--- src/rtl/boot_copier_pkg.sv ---
// Shared definitions for the boot copier: sequencer state encoding and
// the reset values of the RAM-side write port.
package boot_copier_pkg;

  typedef enum logic [2:0] {
    ST_IDLE,
    ST_ADDR,
    ST_DATA,
    ST_WRITE,
    ST_FINISH
  } copy_state_e;

  localparam logic [15:0] DST_BASE_DFLT   = 16'hF800;
  localparam logic [15:0] RAM_ADDR_RST_OFS = 16'h0000;
  localparam logic [7:0]  RAM_WDATA_RST   = 8'h00;

  // RAM destination for a given ROM offset; wraps modulo 2^16.
  function automatic logic [15:0] ram_addr_at(input logic [15:0] base,
                                              input logic [15:0] offset);
    return base + offset;
  endfunction

endpackage

--- src/rtl/boot_copier.sv ---
// Copies the whole boot ROM into RAM at DST_BASE after reset (or on start),
// holding the CPU in reset until the last byte has been accepted.
//
// state  | meaning
// IDLE   | copy finished, waiting for start (auto-leaves after reset)
// ADDR   | present rom_addr = idx
// DATA   | ROM data valid: latch byte, RAM address, accumulate checksum
// WRITE  | ram_we held until ram_ready accepts the byte
// FINISH | one cycle: set done, release busy/cpu_hold
module boot_copier
  import boot_copier_pkg::*;
#(
  parameter int unsigned ROM_ADDR_W = 11,
  parameter logic [15:0] DST_BASE   = DST_BASE_DFLT
) (
  input  logic                  clk,
  input  logic                  rst,
  input  logic                  start,
  output logic [ROM_ADDR_W-1:0] rom_addr,
  input  logic [7:0]            rom_data,
  output logic [15:0]           ram_addr,
  output logic [7:0]            ram_wdata,
  output logic                  ram_we,
  input  logic                  ram_ready,
  output logic                  cpu_hold,
  output logic                  busy,
  output logic                  done,
  output logic [7:0]            checksum
);

  localparam logic [ROM_ADDR_W-1:0] IDX_LAST = '1;
  localparam logic [15:0] RAM_ADDR_RST = ram_addr_at(DST_BASE, RAM_ADDR_RST_OFS);

  copy_state_e           state, state_nxt;
  logic [ROM_ADDR_W-1:0] idx;
  logic [15:0]           ram_addr_q;
  logic [7:0]            ram_wdata_q;
  logic [7:0]            checksum_q;
  logic                  busy_q;
  logic                  done_q;

  always_ff @(posedge clk) begin
    if (rst) state <= ST_IDLE;
    else     state <= state_nxt;
  end

  // busy_q is only high in IDLE straight after reset, which makes the copy
  // start by itself on the first cycle after rst is released.
  always_comb begin
    state_nxt = state;
    case (state)
      ST_IDLE:   if (start || busy_q) state_nxt = ST_ADDR;
      ST_ADDR:   state_nxt = ST_DATA;
      ST_DATA:   state_nxt = ST_WRITE;
      ST_WRITE:  if (ram_ready) state_nxt = (idx == IDX_LAST) ? ST_FINISH : ST_ADDR;
      ST_FINISH: state_nxt = ST_IDLE;
      default:   state_nxt = ST_IDLE;
    endcase
  end

  always_ff @(posedge clk) begin
    if (rst) begin
      idx         <= '0;
      ram_addr_q  <= RAM_ADDR_RST;
      ram_wdata_q <= RAM_WDATA_RST;
      checksum_q  <= '0;
      busy_q      <= 1'b1;
      done_q      <= 1'b0;
    end else begin
      case (state)
        ST_IDLE: begin
          if (start || busy_q) begin
            idx        <= '0;
            checksum_q <= '0;
            busy_q     <= 1'b1;
            done_q     <= 1'b0;
          end
        end
        ST_DATA: begin
          ram_wdata_q <= rom_data;
          ram_addr_q  <= ram_addr_at(DST_BASE, 16'(idx));
          checksum_q  <= checksum_q + rom_data;
        end
        ST_WRITE: begin
          if (ram_ready && (idx != IDX_LAST)) idx <= idx + 1'b1;
        end
        ST_FINISH: begin
          done_q <= 1'b1;
          busy_q <= 1'b0;
        end
        default: ;
      endcase
    end
  end

  // rst forces the outputs directly so a write pending in WRITE is never
  // accepted in the reset cycle itself.
  assign rom_addr  = rst ? '0 : idx;
  assign ram_addr  = rst ? RAM_ADDR_RST : ram_addr_q;
  assign ram_wdata = rst ? RAM_WDATA_RST : ram_wdata_q;
  assign ram_we    = (state == ST_WRITE) && !rst;
  assign busy      = busy_q || rst;
  assign cpu_hold  = busy_q || rst;
  assign done      = done_q && !rst;
  assign checksum  = rst ? 8'h00 : checksum_q;

endmodule

--- config.mk ---
export PLATFORM = sky130hd
export DESIGN_NAME = boot_copier
export DESIGN_NICKNAME = d
export VERILOG_FILES = /design/src/rtl/boot_copier_pkg.sv /design/src/rtl/boot_copier.sv
export SDC_FILE = /design/constraint.sdc
export NUM_CORES = 1
export LEC_CHECK = 0
export BUFFER_PORTS_ARGS = -buffer_cell sky130_fd_sc_hd__buf_2
export CAP_MARGIN = 20
export CORE_MARGIN = 4
export CORE_UTILIZATION = 50
export CTS_CLUSTER_SIZE = 12
export DETAILED_ROUTE_END_ITERATION = 10
export PLACE_DENSITY = 0.76
export SLEW_MARGIN = 0
export SYNTH_ARGS = -nofsm -noshare
export SYNTH_HDL_FRONTEND = slang
export SYNTH_SLANG_ARGS = --single-unit
--- constraint.sdc ---
create_clock -name clk -period 4 [get_ports clk]
set_input_delay 0.2 -clock clk [delete_from_list [all_inputs] [get_ports clk]]
set_output_delay 0.2 -clock clk [all_outputs]
set_load 0.02 [all_outputs]
==> impl_metrics.py, run 1 <==
metrics = {
    "critical_path": {
        "timing.critical_path.fanout_max": 21,
        "worstSetupStartpoint": "state[2]",
        "endpoint_kind": "register",
        "critPathMaxStageDelay_ps": 640,
        "worst_setup_path_start_kind": "register",
        "rr_startpoint": "state[2]",
        "critical_path_class": "register to register",
        "worst_ep_required_time_ps": 4220,
        "worst_path_max_delay_cell": "sky130_fd_sc_hd__nor2_1",
        "crit_path_cell_trace": "nor2_1 > nand2_1 > nor2_1 > buf_4 > nand2_1 > o221ai_1",
        "worst_ep_arrival_time_ps": 2520,
    },
    "yosys": {
        "number_of_enable_flip_flop_cells_after_synthesis": 0,
        "avgSynthCellArea_um2": 8.724,
        "synth.distinct_cells": 52,
        "synth-seq-area-share_pct": 38.24,
        "number_of_register_bits_inferred_by_synthesis": 43,
        "ys.warnings.count": 0,
        "async_flop_share_pct": 0,
        "syn-cell-area_um2": 2251,
        "dominantRegCellSynth": "sky130_fd_sc_hd__dfxtp_1",
        "post_synth_inst_count": 258,
    },
    "global_route": {
        "grt_antenna_before_repair": 0,
        "globalRouteOverflowTotal": 0,
        "global_route_wire_length_before_repair_mm": 8.756,
        "grt_start_max_net_pins": 30,
        "grt.total_usage_pct": 20.23,
        "via_count_of_the_first_global_routing_pass": 1775,
    },
    "cells_and_area": {
        "regArea_um2": 860.8,
        "syn2layout_area_growth_pct": 15.18,
        "multiInputGateArea_um2": 1276,
        "fillers": 406,
        "post_route_cells_drive_above_1_share_pct": 24.10,
        "final_net_count": 327,
        "antenna_cells": 0,
    },
    "floorplanning": {
        "core-area_um2": 4354,
        "dieHeight_um": 75.10,
        "std_cell_rows": 24,
        "dieArea_um2": 5639,
        "die_width_um": 75.10,
        "top_level_ports": 59,
        "floorplan.initialDensity_pct": 51.70,
    },
    "timing": {
        "worst_pin_slew_ps": 706.9,
        "fmax_mhz": 434.6,
        "whs_ps": 158.1,
        "post-route-worst-setup-slack_ps": 1699,
        "period_minus_slack_ps": 2301,
        "grt_setup_unrepaired": "no",
        "max_slew_margin_pct": 52.76,
        "fin_skew_ps": 8.556,
        "finalHoldViolations": 0,
        "final-setup-viol-count": 0,
        "drv_slew": 0,
        "final.period_utilization_pct": 57.53,
        "timing.setup.tns_ps": 0,
    },
    "clocking": {
        "clock_tree_from_tritoncts": "built",
        "clock-root-buffer": "sky130_fd_sc_hd__clkbuf_8",
        "insertion_delay_ps": 300,
        "cts-resized-gates": 0,
        "cts-hold-fix-buffers": 0,
        "numClockSinks": 43,
        "h-tree-depth": 2,
        "clock_pin_slew_on_the_worst_setup_and_hold_paths_ps": 80,
        "tritoncts.num_buffers": 5,
        "clk_path_buf_depth": 2,
        "postCtsSetupBuffers": 0,
    },
    "drt": {
        "detail_route.iter0.violations": 133,
        "via_count": 1965,
        "antenna_left": 0,
        "wirelength_mm": 5.371,
        "dr.pass1.iters": 4,
        "drc": 0,
        "wire_per_inst_um": 14.96,
        "routed_via_density": 5.474,
    },
    "placed_design": {
        "hpwlAfterDp_mm": 3.938,
        "finalWeightedCongestion": 0.8554,
        "port_buffers": 53,
        "dpl_worst_slack_ps": 1760,
    },
    "power_and_ir_drop": {
        "power.ir.vdd_worst_v": 0.0002789,
        "static-leakage-power_uw": 0.001183,
        "power-per-cell-area_nw_per_um2": 340.9,
        "total_power_uw": 883.7,
    },
    "flow_run": {
        "drv_cap": 0,
    },
    "run_status": {
        "run_status": "complete, no violations",
    },
    "min_path": {
        "min_path_type": "input pin to register",
        "holdCritStartpoint": "rom_data[6]",
    },
}
-- critical path, delay by kind of cell (launching register included) --
family | cells | cell delay, ps
compound gates | 1 | 140
buf+inv | 1 | 320
simple gates | 4 | 1340
flops | 1 | 420
-- stage by stage --
step	area [um^2]	std cells	util [%]
after floorplan	2266	262	-
after global placement	2509	351	57.61
after detailed placement	2509	351	57.61
after CTS	2592	359	59.54
after global routing	2592	359	59.54
final	2592	359	59.54
-- cell usage after synthesis, drive strengths merged, types with 2 or more instances --
| cell | count | area, um^2 |
|---|---|---|
| nor3b | 2 | 15.01 |
| or3 | 2 | 17.52 |
| o21ai | 16 | 80.07 |
| dfxtp | 43 | 860.8 |
| a21oi | 10 | 53.80 |
| nor2 | 20 | 77.58 |
| nor4 | 2 | 18.77 |
| ha | 8 | 100.1 |
| nand3 | 7 | 40.04 |
| o41ai | 2 | 17.52 |
| o21bai | 3 | 22.52 |
| buf | 12 | 80.07 |
| a211oi | 3 | 22.52 |
| nand2 | 17 | 63.81 |
| inv | 7 | 26.27 |
| or2 | 3 | 18.77 |
| clkbuf | 6 | 22.52 |
| nor3 | 7 | 45.04 |
| xor2 | 2 | 17.52 |
| a22o | 3 | 26.28 |
| o22a | 19 | 166.4 |
| xnor2 | 4 | 35.03 |
| and2 | 2 | 12.51 |
| and3 | 2 | 12.51 |
| a22oi | 4 | 30.03 |
| nand4 | 3 | 18.77 |
| nor2b | 36 | 225.2 |
-- power by group --
| part | switching, uW | internal [uW] |
|---|---|---|
| Combinational | 93.6 | 59.8 |
| Sequential | 11.5 | 452 |
| Clock | 147 | 120 |
| Total | 252 | 632 |
-- flip-flops by register name (all words and copies together) (netlist names) --
| register | count |
|---|---|
| idx | 11 |
| ram_addr_q | 11 |
| checksum_q | 8 |
| ram_wdata_q | 8 |
| state | 3 |
| busy_q | 1 |
| done_q | 1 |
-- placed cells by master, fill, tap and decap left out, types with 5 or more instances in the layout --
| cell type | count |
|---|---|
| sky130_fd_sc_hd__nand3_1 | 6 |
| sky130_fd_sc_hd__o21ai_0 | 5 |
| sky130_fd_sc_hd__buf_2 | 53 |
| sky130_fd_sc_hd__inv_1 | 6 |
| sky130_fd_sc_hd__ha_1 | 8 |
| sky130_fd_sc_hd__conb_1 | 5 |
| sky130_fd_sc_hd__nor2_1 | 19 |
| sky130_fd_sc_hd__clkbuf_8 | 5 |
| sky130_fd_sc_hd__nor2b_1 | 36 |
| sky130_fd_sc_hd__a21oi_1 | 9 |
| sky130_fd_sc_hd__o22a_1 | 19 |
| sky130_fd_sc_hd__nand2_1 | 17 |
| sky130_fd_sc_hd__o21ai_1 | 11 |
| sky130_fd_sc_hd__dfxtp_1 | 43 |
| sky130_fd_sc_hd__nor3_1 | 5 |
-- final timing paths --
kind / endpoint / slack (ps) / cells after the start
max: checksum_q[7] / 1700 / 6
min reg2reg: checksum_q[3] / 480 / 2
max reg2reg: checksum_q[7] / 1700 / 6
min: ram_wdata_q[6] / 160 / 2
-- cells by family (layout without fill, tap and decap cells) --
kind of cell | Yosys count | count (layout) | synth area share [%]
and+or+nand+nor | 104 | 104 | 25.51
xor gates and xnor gates | 6 | 6 | 2.335
buffers and inverters | 25 | 70 | 5.725
AOI/OAI and AO/OA | 69 | 69 | 22.24
adders and majority gates | 9 | 9 | 5.337
DFF | 43 | 43 | 38.24
other | 1 | 5 | 0.1666
muxes | 1 | 1 | 0.4447
-- final cells by class --
type	instances	area share (%)
clock inverter	3	0.5791
timing repair buffer	55	10.81
clock buffer	5	2.654
sequential	43	33.20
multi-input combinational	194	49.23
tap	52	2.510
inverter	7	1.014
-- metal layers --
metal  part of all wire [%]  track usage, %  vias up
met4                    1.5           8.893        0
met3                    7.7           4.139        7
met1                     48           29.95      880
li1                       -               -     1010
met2                     43           28.05       68
met5                      0               0        -
Note: power is estimated with default switching activity, not from simulation.
==> run 2: changes to the inputs <==
- clock period: 4 -> 2.2 ns (I/O delays scaled with it)
==> run 2 against run 1 <==
Against the previous run: die area did not move; clock-buffer cell count unchanged; worst hold slack worse by 96 ps; sequential share of layout area is 0.44 points lower; final cell count increased by 0.84%; setup slack lost 1300 ps; core utilization increased by 0.80 points; global-route usage down 0.74 points; wire length up 0.17%; first-iteration DRC count down 7.5%; highest routed layer unchanged.
==> impl_metrics.py, run 2 (same netlist as run 1, synthesis figures left out) <==
metrics = {
    "clocking": {
        "clock-root-buffer": "sky130_fd_sc_hd__clkbuf_8",
        "clk_path_buf_depth": 2,
        "clock_pin_slew_on_the_worst_setup_and_hold_paths_ps": 80,
        "insertion_delay_ps": 300,
        "numClockSinks": 43,
        "tritoncts.num_buffers": 5,
        "h-tree-depth": 2,
        "cts-hold-fix-buffers": 0,
        "postCtsSetupBuffers": 0,
        "cts-resized-gates": 0,
        "clock_tree_from_tritoncts": "built",
    },
    "global_route": {
        "globalRouteOverflowTotal": 0,
        "grt_start_max_net_pins": 30,
        "grt_antenna_before_repair": 0,
        "grt.total_usage_pct": 19.49,
        "via_count_of_the_first_global_routing_pass": 1764,
        "global_route_wire_length_before_repair_mm": 8.431,
    },
    "power_and_ir_drop": {
        "power.ir.vdd_worst_v": 0.0003280,
        "total_power_uw": 1627,
        "power-per-cell-area_nw_per_um2": 619.3,
        "static-leakage-power_uw": 0.001200,
    },
    "timing": {
        "drv_slew": 0,
        "final-setup-viol-count": 0,
        "final.period_utilization_pct": 82.22,
        "finalHoldViolations": 0,
        "fin_skew_ps": 3.843,
        "timing.setup.tns_ps": 0,
        "grt_setup_unrepaired": "no",
        "fmax_mhz": 552.8,
        "period_minus_slack_ps": 1809,
    },
    "cells_and_area": {
        "fillers": 400,
        "final_common_cell": "sky130_fd_sc_hd__buf_2",
        "final_net_count": 330,
        "layout_top_registers": "idx: 11 flops, ram_addr_q: 11 flops",
        "final_cell_mix": "53 x sky130_fd_sc_hd__buf_2, 43 x sky130_fd_sc_hd__dfxtp_1, 36 x sky130_fd_sc_hd__nor2b_1",
        "layout.cells.non_filler": 362,
        "post_route_cells_drive_above_1_share_pct": 24.84,
        "antenna_cells": 0,
        "syn2layout_area_growth_pct": 16.73,
    },
    "placed_design": {
        "finalWeightedCongestion": 0.8553,
        "port_buffers": 53,
        "numPlacedInstances": 354,
        "hpwlAfterDp_mm": 3.940,
    },
    "drt": {
        "wire_per_inst_um": 14.86,
        "dr.pass1.iters": 5,
        "via_count": 2023,
        "wirelength_mm": 5.380,
        "antenna_left": 0,
        "routed_via_density": 5.588,
        "detail_route.iter0.violations": 123,
        "drc": 0,
    },
    "critical_path": {
        "worstSetupStartpoint": "checksum_q[0]",
        "r2r_cells": 7,
        "critical_path_class": "register to register",
        "critPathMaxStageDelay_ps": 410,
        "rr_startpoint": "checksum_q[0]",
        "depth_of_the_critical_timing_path_with_buffers_and_inverters_included": 7,
        "path_common_cell": "sky130_fd_sc_hd__a21oi_1",
        "critical_path.n_buffers_inverters": 0,
        "timing.critical_path.to": "checksum_q[6]",
        "worst_setup_path_start_kind": "register",
        "cp_top_family": "compound AO/OA/AOI/OAI gates",
        "timing.critical_path.fanout_max": 3,
        "critical_path.reg2reg.endpoint": "checksum_q[6]",
        "worst_path_max_delay_cell": "sky130_fd_sc_hd__fa_1",
        "worst_ep_required_time_ps": 2400,
        "worst_ep_arrival_time_ps": 2010,
        "endpoint_kind": "register",
        "setup.reg_to_reg.worst_slack_ps": 390,
        "crit_path_cell_trace": "ha_1 > fa_1 > a21oi_1 > o21ai_0 > a21oi_1 > xnor2_1 > a22o_1",
    },
    "floorplanning": {
        "top_level_ports": 59,
        "core-area_um2": 4354,
        "floorplan.initialDensity_pct": 51.70,
        "std_cell_rows": 24,
        "dieArea_um2": 5639,
        "die_width_um": 75.10,
        "dieHeight_um": 75.10,
    },
    "min_path": {
        "hold_depth": 2,
        "min_path_type": "input pin to register",
    },
    "flow_run": {
        "drv_cap": 0,
    },
    "run_status": {
        "run_status": "complete, no violations",
    },
}
## run 2: changes by cell type in the layout (fill, tap and decap cells not counted)
cell | before | now
sky130_fd_sc_hd__buf_12 | 0 | 1
sky130_fd_sc_hd__buf_4 | 2 | 4
## run 2: power breakdown
part / internal (uW) / switching, uW / leakage (uW) / total (uW)
clock network: 218 / 280 / 0.0000477 / 498
registers: 822 / 21.8 / 0.000350 / 844
logic: 116 / 169 / 0.000802 / 285
total: 1160 / 471 / 0.00120 / 1630
## run 2: cell type report
cell class                      instances  area [um^2]  area share (%)
Clock buffer                            5        68.82           2.619
Clock inverter                          3        15.01          0.5714
Inverter                                7        26.28           1.000
Multi-Input combinational cell        194         1276           48.57
Sequential cell                        43        860.8           32.76
Tap cell                               52        65.06           2.476
Timing Repair Buffer                   58        315.3           12.00
## run 2: per-stage QoR
| stage | cell area (um^2) | setup slack, ps | hold WS [ps] | util [%] |
|---|---|---|---|---|
| 2_1_floorplan | 2266 | 532.3 | 251.0 | - |
| 3_3_place_gp | 2544 | 464.7 | 367.6 | 58.42 |
| 3_5_place_dp | 2544 | 410.7 | 374.6 | 58.42 |
| 4_1_cts | 2628 | 396.9 | 62.94 | 60.34 |
| 5_1_grt | 2628 | 241.9 | 68.36 | 60.34 |
| 6_report | 2628 | 391.1 | 62.23 | 60.34 |
## run 2: worst reg2reg max path: stages (launching register included)
cell	delay (ps)
sky130_fd_sc_hd__dfxtp_1	330
sky130_fd_sc_hd__ha_1	230
sky130_fd_sc_hd__fa_1	410
sky130_fd_sc_hd__a21oi_1	200
sky130_fd_sc_hd__o21ai_0	120
sky130_fd_sc_hd__a21oi_1	180
sky130_fd_sc_hd__xnor2_1	80
sky130_fd_sc_hd__a22o_1	170
## run 2: how the worst min path moves through the flow
stage / from / endpoint / slack [ps]
CTS: rom_data[5] / ram_wdata_q[5] / 60
finish: rom_data[0] / ram_wdata_q[0] / 60
floorplan: rom_data[0] / ram_wdata_q[0] / 250
global placement: rom_data[5] / ram_wdata_q[5] / 370
detailed placement: rom_data[5] / ram_wdata_q[5] / 370
global route: rom_data[5] / ram_wdata_q[5] / 70
## run 2: routing by layer
metal  GRT usage [%]  vias up  routed length, um
met3           4.940       10                358
met1           27.70      945               2653
li1                -     1009                  -
met5               0        -                  0
met4           7.312        0                103
met2           28.34       59               2265
